**src/rtl/conv_pkg.sv**
```systemverilog
// Shared window geometry, FSM state encoding and tap indexing for the window fetcher.
package conv_pkg;
  localparam int KERNEL = 3;
  localparam int TAPS   = KERNEL * KERNEL;

  typedef enum logic [2:0] {IDLE, FILL, SHIFT, HOLD, DONE} win_state_t;

  // Flat tap position of (row i, col j) inside the packed window.
  function automatic logic [3:0] tap_idx(input logic [1:0] i, input logic [1:0] j);
    return ({2'b00, i} * 4'(KERNEL)) + {2'b00, j};
  endfunction
endpackage

```
**src/rtl/win_addr_gen.sv**
```systemverilog
// Centre/tap counters and RAM address for the window fetcher; 0-cycle address path.
// IMG_WINDOW_ZERO_PAD_EN widens the centre range and flags taps that fall outside the image.
module win_addr_gen
  import conv_pkg::*;
#(
  parameter int N     = 10,
  parameter int IMG_W = 32,
  parameter int IMG_H = 32,
  parameter int RW    = $clog2(IMG_H),
  parameter int CW    = $clog2(IMG_W)
) (
  input  logic          clk,
  input  logic          rst_n,
  input  logic          ld_frame,
  input  logic          ld_row,
  input  logic          ld_shift,
  input  logic          step,
  output logic [RW-1:0] row,
  output logic [CW-1:0] col,
  output logic [1:0]    ti,
  output logic [1:0]    tj,
  output logic [N-1:0]  adr,
  output logic          oob,
  output logic          last_col,
  output logic          last_win
);
`ifdef IMG_WINDOW_ZERO_PAD_EN
  localparam logic [RW-1:0] ROW_FIRST = '0;
  localparam logic [RW-1:0] ROW_LAST  = RW'(IMG_H - 1);
  localparam logic [CW-1:0] COL_FIRST = '0;
  localparam logic [CW-1:0] COL_LAST  = CW'(IMG_W - 1);
  localparam logic [RW+1:0] ROW_LIM   = (RW+2)'(IMG_H);
  localparam logic [CW+1:0] COL_LIM   = (CW+2)'(IMG_W);
`else
  localparam logic [RW-1:0] ROW_FIRST = RW'(1);
  localparam logic [RW-1:0] ROW_LAST  = RW'(IMG_H - 2);
  localparam logic [CW-1:0] COL_FIRST = CW'(1);
  localparam logic [CW-1:0] COL_LAST  = CW'(IMG_W - 2);
`endif
  localparam logic [RW+1:0] ROW_ONE = (RW+2)'(1);
  localparam logic [CW+1:0] COL_ONE = (CW+2)'(1);

  logic [RW+1:0] rr;
  logic [CW+1:0] cc;
  logic [N-1:0]  lin;

  always_ff @(posedge clk or negedge rst_n) begin
    if (!rst_n) begin
      row <= '0;
      col <= '0;
      ti  <= '0;
      tj  <= '0;
    end else if (ld_frame) begin
      row <= ROW_FIRST;
      col <= COL_FIRST;
      ti  <= '0;
      tj  <= '0;
    end else if (ld_row) begin
      row <= row + 1'b1;
      col <= COL_FIRST;
      ti  <= '0;
      tj  <= '0;
    end else if (ld_shift) begin
      col <= col + 1'b1;
      ti  <= '0;
      tj  <= 2'd2;
    end else if (step) begin
      if (ti == 2'd2) begin
        ti <= '0;
        tj <= tj + 1'b1;
      end else begin
        ti <= ti + 1'b1;
      end
    end
  end

  // Tap (ti,tj) sits at centre + (ti-1, tj-1); a wrap below zero lands above the limit.
  always_comb begin
    rr  = {2'b00, row} + {{RW{1'b0}}, ti} - ROW_ONE;
    cc  = {2'b00, col} + {{CW{1'b0}}, tj} - COL_ONE;
    lin = N'(rr) * N'(IMG_W) + N'(cc);
`ifdef IMG_WINDOW_ZERO_PAD_EN
    oob = (rr >= ROW_LIM) || (cc >= COL_LIM);
    adr = oob ? '0 : lin;
`else
    oob = 1'b0;
    adr = lin;
`endif
  end

  assign last_col = (col == COL_LAST);
  assign last_win = last_col && (row == ROW_LAST);
endmodule

```
**src/rtl/img_window_fetch.sv**
```systemverilog
// 3x3 raster window fetch from image RAM: first window 10 cycles after start, then 4 per window.
// Stalls only in HOLD while win_ready is low; IMG_WINDOW_ZERO_PAD_EN enables zero-padded borders.
module img_window_fetch
  import conv_pkg::*;
#(
  parameter int N     = 10,
  parameter int M     = 8,
  parameter int IMG_W = 32,
  parameter int IMG_H = 32
) (
  input  logic                     clk,
  input  logic                     rst_n,
  input  logic                     start,
  output logic                     busy,
  output logic                     done,
  output logic [N-1:0]             ram_adr,
  input  logic [M-1:0]             ram_dout,
  output logic                     win_valid,
  input  logic                     win_ready,
  output logic [TAPS*M-1:0]        win_data,
  output logic [$clog2(IMG_H)-1:0] win_row,
  output logic [$clog2(IMG_W)-1:0] win_col
);
  localparam int RW = $clog2(IMG_H);
  localparam int CW = $clog2(IMG_W);

  win_state_t     state, state_nxt;
  logic           ld_frame, ld_row, ld_shift, step;
  logic [RW-1:0]  row;
  logic [CW-1:0]  col;
  logic [1:0]     ti, tj;
  logic [N-1:0]   adr;
  logic           oob, last_col, last_win;
  logic [M-1:0]   pix;
  logic [M-1:0]   tap_q [TAPS];

  win_addr_gen #(.N(N), .IMG_W(IMG_W), .IMG_H(IMG_H), .RW(RW), .CW(CW)) u_addr (
    .clk      (clk),
    .rst_n    (rst_n),
    .ld_frame (ld_frame),
    .ld_row   (ld_row),
    .ld_shift (ld_shift),
    .step     (step),
    .row      (row),
    .col      (col),
    .ti       (ti),
    .tj       (tj),
    .adr      (adr),
    .oob      (oob),
    .last_col (last_col),
    .last_win (last_win)
  );

  always_ff @(posedge clk or negedge rst_n) begin
    if (!rst_n) state <= IDLE;
    else        state <= state_nxt;
  end

  // SHIFT always fetches column 2, so (2,2) marks the final fetch of both FILL and SHIFT.
  always_comb begin
    state_nxt = state;
    ld_frame  = 1'b0;
    ld_row    = 1'b0;
    ld_shift  = 1'b0;
    step      = 1'b0;
    case (state)
      IDLE: if (start) begin
        ld_frame  = 1'b1;
        state_nxt = FILL;
      end
      FILL, SHIFT: begin
        if (ti == 2'd2 && tj == 2'd2) state_nxt = HOLD;
        else                          step      = 1'b1;
      end
      HOLD: if (win_ready) begin
        if (last_win) begin
          state_nxt = DONE;
        end else if (last_col) begin
          ld_row    = 1'b1;
          state_nxt = FILL;
        end else begin
          ld_shift  = 1'b1;
          state_nxt = SHIFT;
        end
      end
      DONE:    state_nxt = IDLE;
      default: state_nxt = IDLE;
    endcase
  end

  assign busy      = (state == FILL) || (state == SHIFT) || (state == HOLD);
  assign done      = (state == DONE);
  assign win_valid = (state == HOLD);
  assign ram_adr   = busy ? adr : '0;
  assign win_row   = row;
  assign win_col   = col;
  assign pix       = oob ? '0 : ram_dout;

  always_ff @(posedge clk or negedge rst_n) begin
    if (!rst_n) begin
      for (int k = 0; k < TAPS; k++) tap_q[k] <= '0;
    end else if (state == FILL) begin
      tap_q[tap_idx(ti, tj)] <= pix;
    end else if (state == SHIFT) begin
      if (ti == 2'd0) begin
        for (int i = 0; i < KERNEL; i++) begin
          tap_q[tap_idx(2'(i), 2'd0)] <= tap_q[tap_idx(2'(i), 2'd1)];
          tap_q[tap_idx(2'(i), 2'd1)] <= tap_q[tap_idx(2'(i), 2'd2)];
        end
      end
      tap_q[tap_idx(ti, 2'd2)] <= pix;
    end
  end

  always_comb begin
    win_data = '0;
    for (int k = 0; k < TAPS; k++) win_data[M*k +: M] = tap_q[k];
  end
endmodule
```
**config.mk**
```make
export PLATFORM = sky130hd
export DESIGN_NAME = img_window_fetch
export DESIGN_NICKNAME = d
export VERILOG_FILES = /design/src/rtl/conv_pkg.sv /design/src/rtl/win_addr_gen.sv /design/src/rtl/img_window_fetch.sv
export SDC_FILE = /design/constraint.sdc
export NUM_CORES = 1
export LEC_CHECK = 0
export ABC_CLOCK_PERIOD_IN_PS = 4800
export BUFFER_PORTS_ARGS = -buffer_cell sky130_fd_sc_hd__buf_2
export CORE_MARGIN = 4
export CORE_UTILIZATION = 45
export DETAILED_ROUTE_END_ITERATION = 16
export PLACE_DENSITY = 0.75
export SLEW_MARGIN = 20
export SYNTH_ARGS = -nofsm -noshare
export SYNTH_HDL_FRONTEND = slang
export SYNTH_SLANG_ARGS = --single-unit
```
**constraint.sdc**
```tcl
create_clock -name clk -period 4.8 [get_ports clk]
set_clock_uncertainty 0.15 [all_clocks]
set_input_delay 0.48 -clock clk [delete_from_list [all_inputs] [get_ports clk]]
set_output_delay 0.48 -clock clk [all_outputs]
set_load 0.05 [all_outputs]
```
==> metrics.cfg <==
[route]
routed_via_density=5.72
drt_iter0_drc=383
wl_per_cell_um=17.9
drtPass1Iterations=6
final_antenna_net_count=0
drc=0
drt-total-wl_um=12500
vias=3991

[final_layout]
n_antenna_cell=0
fin_area_um2=5770
drive_gt1_share_pct=33.5
area_growth_pct=16.9
register_area_um2=2230
fill_cells=922
multi_input_area_um2=2440
finalNetCount=598

[global_routing]
grt_pass1_wl_um=20900
grt_max_degree=63
first_global_vias=4040
grt.overflow.total=0
grt_usage_pct=20.1
grt_antenna_before_repair=0

[yosys]
syn_area_per_cell_um2=10.6
synthArstFlopShare_pct=100
synth_top_cells_by_count=89 x dfrtp_1, 40 x inv_1, 32 x nor2_1, 32 x o221a_2, 26 x mux2_2
synthDistinctLibCells=49
ys_seq_area_share_pct=45.1
ys_top_cells_by_area=dfrtp_1 45%, o221a_2 7.3%, ha_1 6.3%
ys_ff_latch=89
yosysWarnings=0
synth_nets=507
synth_top_area_share_pct=45.1
synth_most_common_cell=dfrtp_1
syn_inst=466
synth_edf_count=0
syn-cell-area_um2=4940
yosysTopAreaCell=dfrtp_1
ys.flop_type=dfrtp_1

[cts]
cts_tree=done
cts_sinks=89
clkLatencyLatePin_ns=0.37
cts_root_buffer=clkbuf_8
h-tree-depth=3
post_cts_resized=0
cts_made_buffers=9
clk_pin_slew_ns=0.10
post_cts_buffers=0
clock_path_buffers=2

[hold_path]
hp-class=input port to flip-flop

[timing]
tns_ns=0
hold_viol=0
max_freq_mhz=222
rsz0062_at_grt=false
finalCritPeriodShare_pct=93.7
slew_headroom_pct=36.2
worst_slew_pin_slew_ns=0.958
drv_slew=0
setup_viol_count_final=0
hold_slack_ns=0.304
fin_crit_ns=4.50

[worst_setup_path]
reg2reg_slack_ns=1.21
startpoint_type=flip-flop
cp_data_arrival_time_ns=3.87
required_ns=4.17
worst-path-max-fanout=6
crit_path_end_kind=output port
crit_type=flip-flop to output port

[status]
outcome=finished clean

[run]
max_cap_violations=0

[floorplanning]
rows=37
dieWidth_um=113
io_pins=107
die_area_um2=12700
start_util_pct=47.0
coreArea_um2=10500
chipHeight_um=113

[place]
place_area_um2=5540
dp_hpwl_um=9260
portBuffers=106
gp_congestion=0.809

-- placed cells by master (no fill, tap or decap), drive strengths merged, types with 8 or more instances in the layout --
master    n
buf     109
nand2    17
mux2     26
o221a    32
clkbuf   10
inv      42
nand3    14
dfrtp    89
xnor2    15
or3      25
ha       25
a221oi    8
o21ai     9
o22ai     8
a21oi    15
nor2     32
-- cells by family after synthesis --
| logic type | count (synthesis) | synth area share (%) |
|---|---|---|
| flops | 89 | 45.1 |
| buf+inv | 70 | 5.55 |
| compound gates | 99 | 17.0 |
| mux | 31 | 6.95 |
| xor+xnor | 22 | 3.90 |
| fa+ha+maj | 29 | 7.96 |
| simple gates | 126 | 13.5 |
-- through the flow --
step	worst slack (ns)	util, %	cells
final	0.301	54.9	698
after global routing	0.0852	54.9	698
after CTS	0.266	54.9	698
after detailed placement	0.687	52.7	681
after global placement	0.853	52.7	681
after floorplan	0.386	-	466
-- per-layer routing --
metal | GRT usage, % | routed length, um | vias to the layer above
met1 | 27.3 | 5560 | 1997
met4 | 6.01 | 191 | 0
met2 | 32.5 | 6050 | 118
met3 | 4.44 | 725 | 18
met5 | 0 | 0 | -
li1 | - | - | 1858
-- critical path, stage by stage (launching register included) --
cell and delay [ns]:
dfrtp_1 0.46, ha_1 0.26, fa_1 0.45, xor2_1 0.22, nor3_1 0.36, nand3_1 0.14
o31ai_1 0.09, ha_1 0.20, inv_1 0.05, fa_1 0.41, nor3b_1 0.27, xnor2_1 0.16
xnor2_1 0.09, nor2_1 0.08, buf_2 0.27
-- repair_timing --
item,in CTS,in global routing
endpoints found under the hold margin,27,0
hold buffers,1,0
endpoints found under the setup margin,0,0
-- layout make-up --
class	count	share of cell area, %
clock inverters	6	1.56
multi-input cells	307	42.3
repair buffers	110	9.80
inverters	40	2.60
flip-flops and latches	89	38.6
clock buffers	10	2.21
well taps	136	2.95
-- state kept, by name (all words and copies together), names as in the netlist --
signal      cells
u_addr.ti       2
u_addr.tj       2
u_addr.col      5
u_addr.row      5
state           3
win_data       72
-- worst paths after layout --
check | from | end | depth (start not counted)
max in group asynchronous | rst_n | win_data[38] | 3
hold / removal | ram_dout[7] | win_data[63] | 3
setup reg to reg | u_addr.ti[0] | win_data[5] | 9
min in group asynchronous | rst_n | u_addr.row[3] | 2
hold reg to reg | win_data[41] | win_data[41] | 1
setup / recovery | u_addr.col[0] | ram_adr[9] | 14
Power is not shown: default switching activity piles up to over one toggle a cycle in this logic, so the estimate is an artifact.
